## src/rtl/countdown_timer.sv

```systemverilog
// countdown_timer: loadable down-counter with a tick prescaler, one-shot and
// auto-reload modes, and a one-cycle expiry pulse.
//
// Request semantics: load, start and stop are single-cycle requests sampled
// on the rising edge of clk. There is no back-pressure, so each request takes
// effect at the edge that samples it. Requests are resolved in the priority
// order rst > stop > load > start > tick. The FSM state is visible on busy,
// which is high exactly while the timer is in RUN.
module countdown_timer #(
    parameter int WIDTH    = 8,
    parameter int PRESCALE = 1
) (
    input  logic             clk,
    input  logic             rst,
    input  logic             load,
    input  logic [WIDTH-1:0] load_val,
    input  logic             start,
    input  logic             stop,
    input  logic             tick,
    input  logic             auto_reload,
    output logic [WIDTH-1:0] cnt,
    output logic             busy,
    output logic             zero,
    output logic             expired
);

    // The prescale counter is at least one bit wide, even when PRESCALE is 1.
    localparam int PW = (PRESCALE > 2) ? $clog2(PRESCALE) : 1;
    localparam logic [PW-1:0] PSC_LAST = PW'(PRESCALE - 1);

    typedef enum logic {
        IDLE = 1'b0,
        RUN  = 1'b1
    } state_t;

    state_t           state;
    logic [WIDTH-1:0] reload;
    logic [PW-1:0]    psc;

    // busy decodes the state flop directly; zero is a plain compare on cnt.
    assign busy = (state == RUN);
    assign zero = (cnt == '0);

    // Control FSM, count register, reload register and prescaler.
    always_ff @(posedge clk) begin
        if (rst) begin
            state   <= IDLE;
            cnt     <= '0;
            reload  <= '0;
            psc     <= '0;
            expired <= 1'b0;
        end else begin
            expired <= 1'b0;
            if (stop && state == RUN) begin
                // Pause: keep the count, drop any partial prescale progress.
                state <= IDLE;
                psc   <= '0;
            end else if (load) begin
                cnt    <= load_val;
                reload <= load_val;
                psc    <= '0;
                if (state == RUN && load_val == '0) begin
                    // Loading zero while running ends the run without an expiry.
                    state <= IDLE;
                end else if (state == IDLE && start && !stop && load_val != '0) begin
                    state <= RUN;
                end
            end else if (state == IDLE && start && !stop) begin
                // A zero count has nothing to count down, so start is ignored.
                if (cnt != '0) begin
                    state <= RUN;
                    psc   <= '0;
                end
            end else if (state == RUN && tick) begin
                if (psc == PSC_LAST) begin
                    psc <= '0;
                    if (cnt == WIDTH'(1)) begin
                        expired <= 1'b1;
                        if (auto_reload && reload != '0) begin
                            cnt <= reload;
                        end else begin
                            cnt   <= '0;
                            state <= IDLE;
                        end
                    end else begin
                        cnt <= cnt - WIDTH'(1);
                    end
                end else begin
                    psc <= psc + PW'(1);
                end
            end
        end
    end

endmodule

```

## config.mk

```make
export PLATFORM = sky130hd
export DESIGN_NAME = countdown_timer
export DESIGN_NICKNAME = d
export VERILOG_FILES = /design/src/rtl/countdown_timer.sv
export SDC_FILE = /design/constraint.sdc
export NUM_CORES = 1
export LEC_CHECK = 0
export ABC_AREA = 1
export BUFFER_PORTS_ARGS = -buffer_cell sky130_fd_sc_hd__buf_2
export CAP_MARGIN = 20
export CORE_MARGIN = 4
export CORE_UTILIZATION = 35
export DETAILED_ROUTE_END_ITERATION = 7
export PLACE_DENSITY_LB_ADDON = 0.08
export SLEW_MARGIN = 30
export SYNTH_ARGS = -nofsm -noshare
export SYNTH_HDL_FRONTEND = slang
export SYNTH_SLANG_ARGS = --single-unit
```

## constraint.sdc

```tcl
create_clock -name clk -period 2 [get_ports clk]
set_input_delay 0.6 -clock clk [delete_from_list [all_inputs] [get_ports clk]]
set_output_delay 0.6 -clock clk [all_outputs]
set_load 0.02 [all_outputs]
```

-- After elaboration in Yosys (flattened, before gate mapping)
Index checks and enable logic that the tools add are counted.
- register bits: 19
- input bits: 15
- output and inout port bits: 11
- word-level logic and storage cells: 62
- add/subtract/negate cells: 2
- equality and inequality tests: 8
- multiplexer cells: 20
- bitwise logic cells: 3
- reduce and logical (&&, ||, !) cells: 24
- operators with widths (cell ; number):
    $mux W8 ; 6
    $reduce_bool A8 Y1 ; 3
    $logic_not A8 Y1 ; 2
    $mux W1 ; 14
    $eq A8 B1 Y1 const B ; 1
    $sub A8 B1 Y8 const B ; 1
    $logic_and A1 B1 Y1 ; 7
    $ne A3 B2 Y1 const B ; 2
    $reduce_and A6 Y1 ; 1
    $reduce_bool A3 Y1 ; 2
    $reduce_or A6 Y1 ; 1
    $ne A2 B2 Y1 const B ; 2
    $reduce_and A2 Y1 ; 2
    $reduce_and A4 Y1 ; 1
    $reduce_bool A2 Y1 ; 2
    $ne A3 B1 Y1 const B ; 1
    $ne A3 B3 Y1 const B ; 1
    $not A1 Y1 ; 3
    $reduce_or A3 Y1 ; 1
    $ne A2 B1 Y1 const B ; 1
    $reduce_or A2 Y1 ; 1
    $add A1 B1 Y1 const B ; 1
    $logic_not A1 Y1 ; 1

-- Longest topological paths before layout
Gate-level depths: netlist of run 1.
- word-level depth: 8
- depth in mapped cells: 10
- mapped depth without buffers: 10

-- Worst setup path before layout of run 1
Ideal clock, no wire load.
- kind: reg2out
- from: register cnt[0]
- to: output port zero
- arrival: 1.135 ns
- required time: 1.400 ns
- setup slack: 0.265 ns
- stages on the path, launching flop included: 5
- buffers on the path: 0
- cell sequence: dfxtp_1 inv_1 ha_1 nand2_1 nor2_1
- longest elaborated chain between the ends: 1
- ends and longest elaborated chain (what ; RTL line ; RTL):
    start, declared ; 21 ; output logic [WIDTH-1:0] cnt,
    start signal, assigned ; 59 ; cnt <= load_val;
    start signal, assigned ; 80 ; cnt <= reload;
    start signal, assigned ; 86 ; cnt <= cnt - WIDTH'(1);
    $logic_not A8 Y1 ; 42 ; assign zero = (cnt == '0);
    end, declared ; 23 ; output logic zero,
No other way between the ends.

-- Final worst setup path of run 1
Ends and elaborated chain as after synthesis.

==> reports/results.txt, run 1 <==
Fmax: 0.525 GHz
CTS Buf Count: 3
Syn Area/Cell: 6.47 sq um
Share of cells above drive strength 1: 0.243
First-pass GRT wire length: 5.32 mm
Wire per inst: 12.8 um
NumNets Final: 220
PD cells: 697 nW/um^2
Syn Nets: 192
Initial core utilization: 0.368
DP HPWL: 2.48 mm
VDD IR-drop max: 0.410 mV
Critical Path RT: 1400 ps
Period minus WS final: 1900 ps
Vias in the first global route: 1,161
Hold Vio Cnt, Final: 0
Met3 Usage GRT: 0.0277
Count leader, synth: nand2_1
Status: complete, no violations
Ys Warns: 0
CP startpoint kind: flop
Die area: 4210 sq um
Die X-Extent: 64.9 um
Register area share after synthesis: 0.318
RSZ-0062 raised after global routing: false
Final ANT Viol Nets: 0
Root Buffer: clkbuf_4
Cell count after placement: 241
Pin count of the biggest net entering global routing: 17
Synthesized cell area: 1130 sq um
WS Path Type: flop to primary output
Slew @ Worst Pin: 369 ps
Number of DRC markers in iteration 0: 66
Distinct cell type count after synthesis: 23
Post-route DRC: 0
Cell leakage power: 0.638 nW
Worst relative slew slack: 0.753
# diodes: 0
Setup tns final: 0 ps
Fin cells: 246
Share of the synthesized area in the top cell type: 0.318
#FFs+latches synth: 18
Fill cells: 351
Deepest clock path buffer count: 2
Layout Skew: 0.908 ps
Max-cap violations: 0
Yosys top cell by area: dfxtp_1
Synth Flop Type: dfxtp_1
Total grt overflow: 0
Cell Area, Placed: 1290 sq um
Crit-path max FO: 5
Worst-skew pair later-pin latency: 300 ps
Synth top area cells: dfxtp_1 32%, nand2_1 12%, a21oi_1 9.3%
Post-synth EDFFs: 0
CTS tree: done
Crit end category: primary output
Die Height: 64.9 um
CTS sink cnt: 18
Max-slew violation count: 0
Hold Crit Class: flop to flop
WL final: 3.16 mm
Port Buffers: 25
Aggregate global-route resource usage: 0.163
Syn Inst Count: 175
Initial antenna violation count: 0
# hold bufs at CTS: 0
Global route hottest layer: met2
Multi-input gate area: 672 sq um
Placer Congestion: 0.799
Setup Viol. Count Final: 0
Design area: 1360 sq um
Final period util: 0.952
Depth of the CTS H-tree: 1
DR pass1 iterations: 4
GR met1 Demand/Resource: 0.206
Post-synth ARST share: 0
Total core area: 3080 sq um
Synth top cells by count: 35 x nand2_1, 21 x a21oi_1, 21 x inv_1
Crit path DAT: 1300 ps
Via count: 1,211
FP Rows: 20
GR Layer Usage met2: 0.267
Area grow syn2layout: 20.1%
IO Count: 26
Vias per cell: 4.92
Reg area: 364 sq um
Clk slew on worst S/H paths: 110 ps
Total power: 0.000947 W
power by group:
group / internal (W) / total, W / leakage [nW] / switching (W)
Combinational: 0.000107 / 0.000291 / 0.468 / 0.000184
Clock: 0.000111 / 0.000237 / 0.0210 / 0.000126
Sequential: 0.000387 / 0.000419 / 0.150 / 0.0000314
cell families after synthesis:
family,Yosys count,share of synthesized area
flip-flops,18,0.318
AND/OR/NAND/NOR,86,0.355
buffers and inverters,28,0.102
adder cells (fa/ha/maj),2,0.0221
AO/OA/AOI/OAI,41,0.203
per-layer routing:
metal  part of all wire  routed length [um]
met2               0.48                1500
met1               0.45                1420
met3              0.055                 173
met5                  0                   0
met4              0.020                  64
layout by cell type (no fill, tap or decap), types with 2 or more instances in the layout:
cell      instances
or2_2             5
o21ai_0          16
buf_2            24
dfxtp_1          17
buf_4             3
nor2_1           18
nand3_1           9
a21oi_4           2
inv_1            20
a21oi_1          21
nor2_4            2
nand2_1          35
nand4_1          11
clkbuf_4          3
inv_2             3
nand2_2           2
nor2_2            2
flip-flops by register name (all words and copies together), names as in the netlist:
signal   flops
busy         1
reload       8
expired      1
cnt          8
final timing paths:
kind	start	endpoint	slack, ps	cells after the start
setup / recovery	cnt[0]	zero	100	5
setup reg to reg	cnt[1]	cnt[2]	280	9
hold reg to reg	reload[5]	reload[5]	480	2
hold / removal	reload[5]	reload[5]	480	2
area by class of cell:
class | count | area share
Sequential cell | 18 | 0.268
Timing Repair Buffer | 27 | 0.105
Clock buffer | 4 | 0.0267
Tap cell | 44 | 0.0405
Multi-Input combinational cell | 129 | 0.494
Inverter | 24 | 0.0662
critical path: stages (launching register included):
cell and delay, ps:
dfxtp_4 380, inv_2 110, ha_4 170, nand2_1 90
nor2_2 110, buf_4 150
stage by stage:
step,hold slack [ps],setup slack (ps),utilization
floorplan,443,265,-
global placement,465,210,0.421
detailed placement,465,214,0.421
CTS,482,5.60,0.435
global route,507,11.9,0.442
finish,480,96.6,0.442
repair_timing:
item / in CTS / in global routing
gates resized for setup: 5 / 2
setup buffers: 0 / 1
setup endpoints to repair: 1 / 1
pin swaps: 0 / 1
cloned: 0 / 0
Note: power is estimated with default switching activity, not from simulation.
==> inputs of run 2 (changes only) <==
CELL_PAD_IN_SITES_DETAIL_PLACEMENT = 0   (was unset)
CELL_PAD_IN_SITES_GLOBAL_PLACEMENT = 1   (was unset)
CTS_BUF_LIST = sky130_fd_sc_hd__clkbuf_8   (was unset)
RECOVER_POWER = 100   (was unset)
==> run 2 against run 1 <==
Cell area decreased by 1.4%. Global-route usage increased by 0.24 points. Combinational power decreased by 2%. First-iteration DRC count decreased by 1.5%. Critical path type unchanged. Clock power increased by 11%. Worst hold slack about the same. Critical endpoint unchanged. Largest power group unchanged. Clock skew about the same. Routed wire length increased by 0.19%. Total power increased by 2.0%.
==> reports/results.txt, run 2 (synthesis gave the netlist of run 1 again) <==
WS Path Type: flop to primary output
CTS tree: done
Die Height: 64.9 um
Max-cap violations: 0
Hold Crit Class: flop to flop
Period minus WS final: 1890 ps
WL final: 3.17 mm
CP startpoint kind: flop
Initial antenna violation count: 0
Hold Vio Cnt, Final: 0
Internal: 0.000624 W
Fmax: 0.529 GHz
GR Layer Usage met2: 0.250
Pin count of the biggest net entering global routing: 17
DP HPWL: 2.49 mm
Aggregate global-route resource usage: 0.165
Depth of the CTS H-tree: 1
CTS Buf Count: 3
DR pass1 iterations: 4
Final ANT Viol Nets: 0
Placer Congestion: 0.788
Status: complete, no violations
Number of DRC markers in iteration 0: 65
Deepest clock path buffer count: 2
Slew @ Worst Pin: 575 ps
Crit path DAT: 1290 ps
GR met1 Demand/Resource: 0.235
FP Rows: 20
Layout Skew: 1.07 ps
Fin util: 0.436
Die area: 4210 sq um
Commonest non-fill, non-tap cell in the layout: nand2_1
Critical Path RT: 1400 ps
Max-slew violation count: 0
Die X-Extent: 64.9 um
Root Buffer: clkbuf_8
Worst-skew pair later-pin latency: 260 ps
Cell leakage power: 0.596 nW
Share of cells above drive strength 1: 0.158
First-pass GRT wire length: 5.43 mm
Setup Viol. Count Final: 0
IO Count: 26
Largest registers: cnt: 8 flops, reload: 8 flops
Vias in the first global route: 1,166
Final period util: 0.946
Crit-path max FO: 5
Area grow syn2layout: 18.5%
# hold bufs at CTS: 0
Via count: 1,206
Worst relative slew slack: 0.616
Vias per cell: 4.88
Clock Power Share: 0.271
RSZ-0062 raised after global routing: false
# diodes: 0
Comb pwr share: 0.296
NumNets Final: 222
PD cells: 721 nW/um^2
Flop pwr share: 0.433
Port Buffers: 25
Clk slew on worst S/H paths: 70 ps
Met3 Usage GRT: 0.0416
Wire per inst: 12.8 um
VDD IR-drop max: 0.332 mV
Total core area: 3080 sq um
Setup tns final: 0 ps
Switching Share: 0.355
Total grt overflow: 0
Post-route DRC: 0
CTS sink cnt: 18
Psw: 0.000343 W
Global route hottest layer: met2
Most frequent cells in the layout: 36 x nand2_1, 22 x a21oi_1, 21 x inv_1
Crit end category: primary output
Initial core utilization: 0.368
## run 2: changes by cell type in the layout (fill, tap and decap cells not counted), sizes merged
cell / previous run / this run
clkinv: 1 / 2
buf: 27 / 16
clkbuf: 4 / 16
inv: 23 / 22
## run 2: per-layer routing
metal / wire length, um / vias up
met4: 25 / 0
met3: 232 / 3
met5: 0 / -
met2: 1380 / 45
met1: 1530 / 523
li1: - / 635
## run 2: layout make-up
type,instances,area (sq um)
fillers,356,1740
inverters,24,90.1
clock buffers,3,41.3
flip-flops and latches,18,360
multi-input cells,129,658
repair buffers,29,136
well taps,44,55.1
## run 2: timing repair
item,CTS,global route
resized for setup,3,2
pin swaps,0,1
buffers inserted,0,1
endpoints found under the setup margin,1,1
## run 2: stage by stage
step | instances | hold WS [ps] | setup WS, ps | cell area [sq um] | total power [W]
2_1_floorplan | 175 | 443 | 265 | 1130 | 0.000619
3_3_place_gp | 243 | 464 | 290 | 1310 | 0.000708
3_5_place_dp | 243 | 469 | 240 | 1310 | 0.000708
4_1_cts | 246 | 480 | 17.2 | 1360 | 0.000977
5_1_grt | 247 | 506 | 24.3 | 1340 | 0.00103
6_report | 247 | 479 | 109 | 1340 | 0.000967
## run 2: path summary, 6_finish.rpt
path / end / cells past startpoint / startpoint / slack [ps]
setup / recovery: zero / 5 / cnt[0] / 110
hold / removal: reload[5] / 2 / reload[5] / 480
setup reg to reg: cnt[1] / 8 / cnt[1] / 510
hold reg to reg: reload[5] / 2 / reload[5] / 480
## run 2: power by group through the flow
stage                     clock [W]  combinational [W]  sequential (W)
after global routing       0.000281           0.000325        0.000425
final                      0.000262           0.000286        0.000419
after CTS                  0.000271           0.000288        0.000418
after floorplan                   0           0.000179        0.000439
after detailed placement          0           0.000281        0.000426
after global placement            0           0.000283        0.000425
## run 2: worst max-delay path: stages, from the launching register on
cell and delay (ps):
dfxtp_1 350, inv_2 120, ha_4 170, nand2_1 80
nor2_2 150, buf_4 170
==> inputs of run 3 (changes only) <==
RECOVER_POWER = 50   (was 100)
==> run 3 against run 2 <==
Sequential cell count did not move. Sequential share of layout area fell by 0.25 points. Via count fell by 0.66%. Routed wire length fell by 0.28%. Fmax barely moved. Clock skew barely moved. First-iteration DRC count fell by 11%. Critical path depth did not move. Non-clock buffer count did not move. Cell area rose by 0.93%.
==> reports/results.txt, run 3 (synthesis gave the netlist of run 1 again) <==
Period minus WS final: 1890 ps
Hold Crit Class: flop to flop
Clk slew on worst S/H paths: 70 ps
Deepest clock path buffer count: 2
Post-route DRC: 0
Initial core utilization: 0.368
Status: complete, no violations
Setup Viol. Count Final: 0
Cell leakage power: 0.625 nW
Area grow syn2layout: 19.6%
Largest registers: cnt: 8 flops, reload: 8 flops
Via count: 1,198
Fill cells: 351
Setup tns final: 0 ps
PD cells: 717 nW/um^2
Layout Skew: 0.927 ps
DR pass1 iterations: 4
Initial antenna violation count: 0
Critical Path RT: 1400 ps
DP HPWL: 2.49 mm
Setup ws final: 108 ps
IO Count: 26
Depth of the CTS H-tree: 1
CP startpoint kind: flop
CTS Buf Count: 3
Max-slew violation count: 0
Total grt overflow: 0
Crit. Startpoint: cnt[0]
Total core area: 3080 sq um
Root Buffer: clkbuf_8
First-pass GRT wire length: 5.43 mm
Aggregate global-route resource usage: 0.165
Min-delay src: reload[5]
Slew @ Worst Pin: 403 ps
CTS sink cnt: 18
Max-cap violations: 0
Placer Congestion: 0.788
# diodes: 0
Setup WS pre-CTS: 240 ps
Worst r2r src: cnt[1]
VDD IR-drop max: 0.332 mV
Final ANT Viol Nets: 0
Number of DRC markers in iteration 0: 58
Worst relative slew slack: 0.731
Vias in the first global route: 1,166
WS Path Type: flop to primary output
Most frequent cells in the layout: 36 x nand2_1, 22 x a21oi_1, 21 x inv_1
Die X-Extent: 64.9 um
FP Rows: 20
Final period util: 0.946
CTS tree: done
Fmax: 0.529 GHz
Crit end category: primary output
Share of cells above drive strength 1: 0.197
Hold Vio Cnt, Final: 0
WL final: 3.16 mm
RSZ-0062 raised after global routing: false
Crit-path max FO: 5
Die area: 4210 sq um
Commonest non-fill, non-tap cell in the layout: nand2_1
Port Buffers: 25
Vias per cell: 4.85
Pin count of the biggest net entering global routing: 17
Crit path DAT: 1290 ps
Worst-skew pair later-pin latency: 260 ps
Die Height: 64.9 um
Wire per inst: 12.8 um
# hold bufs at CTS: 0
NumNets Final: 222
run 3: cell count changes in the layout (fill, tap and decap cells not counted), sizes merged:
cell	previous run	this run
clkbuf	16	9
buf	16	23
run 3: metal layers:
metal  global-route usage  part of all wire  up-vias
li1                     -                 -      635
met1                0.235              0.50      528
met2                0.250              0.43       32
met3               0.0416             0.057        3
met4               0.0317            0.0079        0
met5                    0                 0        -
run 3: final timing paths:
| kind | endpoint | slack (ps) | depth (start not counted) |
|---|---|---|---|
| worst max register to register | cnt[1] | 510 | 8 |
| worst min register to register | reload[5] | 480 | 2 |
| worst max-delay path | zero | 110 | 5 |
| worst min-delay path | reload[5] | 480 | 2 |
run 3: layout make-up:
type	count	area [sq um]	share of cell area
multi-input combinational	129	658	0.486
tap	44	55.1	0.0407
timing repair buffer	29	149	0.110
sequential	18	360	0.266
clock buffer	3	41.3	0.0305
inverter	24	90.1	0.0665
run 3: what timing repair did:
item | 4_1_cts | 5_1_grt
gates resized for setup | 3 | 2
setup endpoints to repair | 1 | 1
pin swaps | 0 | 1
setup buffers | 0 | 1
run 3: through the flow:
step	instances	cell area, sq um	hold slack, ps	total power, W	util
floorplan	175	1130	443	0.000619	-
global placement	243	1310	464	0.000708	0.426
detailed placement	243	1310	469	0.000708	0.426
CTS	246	1360	480	0.000977	0.441
global route	247	1350	506	0.00103	0.440
finish	247	1350	480	0.000971	0.440
run 3: critical path, cell delays in order, from the launching register on:
cell,delay [ps]
dfxtp_1,350
inv_2,120
ha_4,170
nand2_1,80
nor2_2,150
buf_4,170
run 3: report_power, final:
| part | switching (W) | total, W | internal (W) |
|---|---|---|---|
| Sequential | 0.0000312 | 0.000419 | 0.000387 |
| Combinational | 0.000184 | 0.000291 | 0.000107 |
| Clock | 0.000127 | 0.000261 | 0.000134 |
| Total | 0.000342 | 0.000971 | 0.000629 |
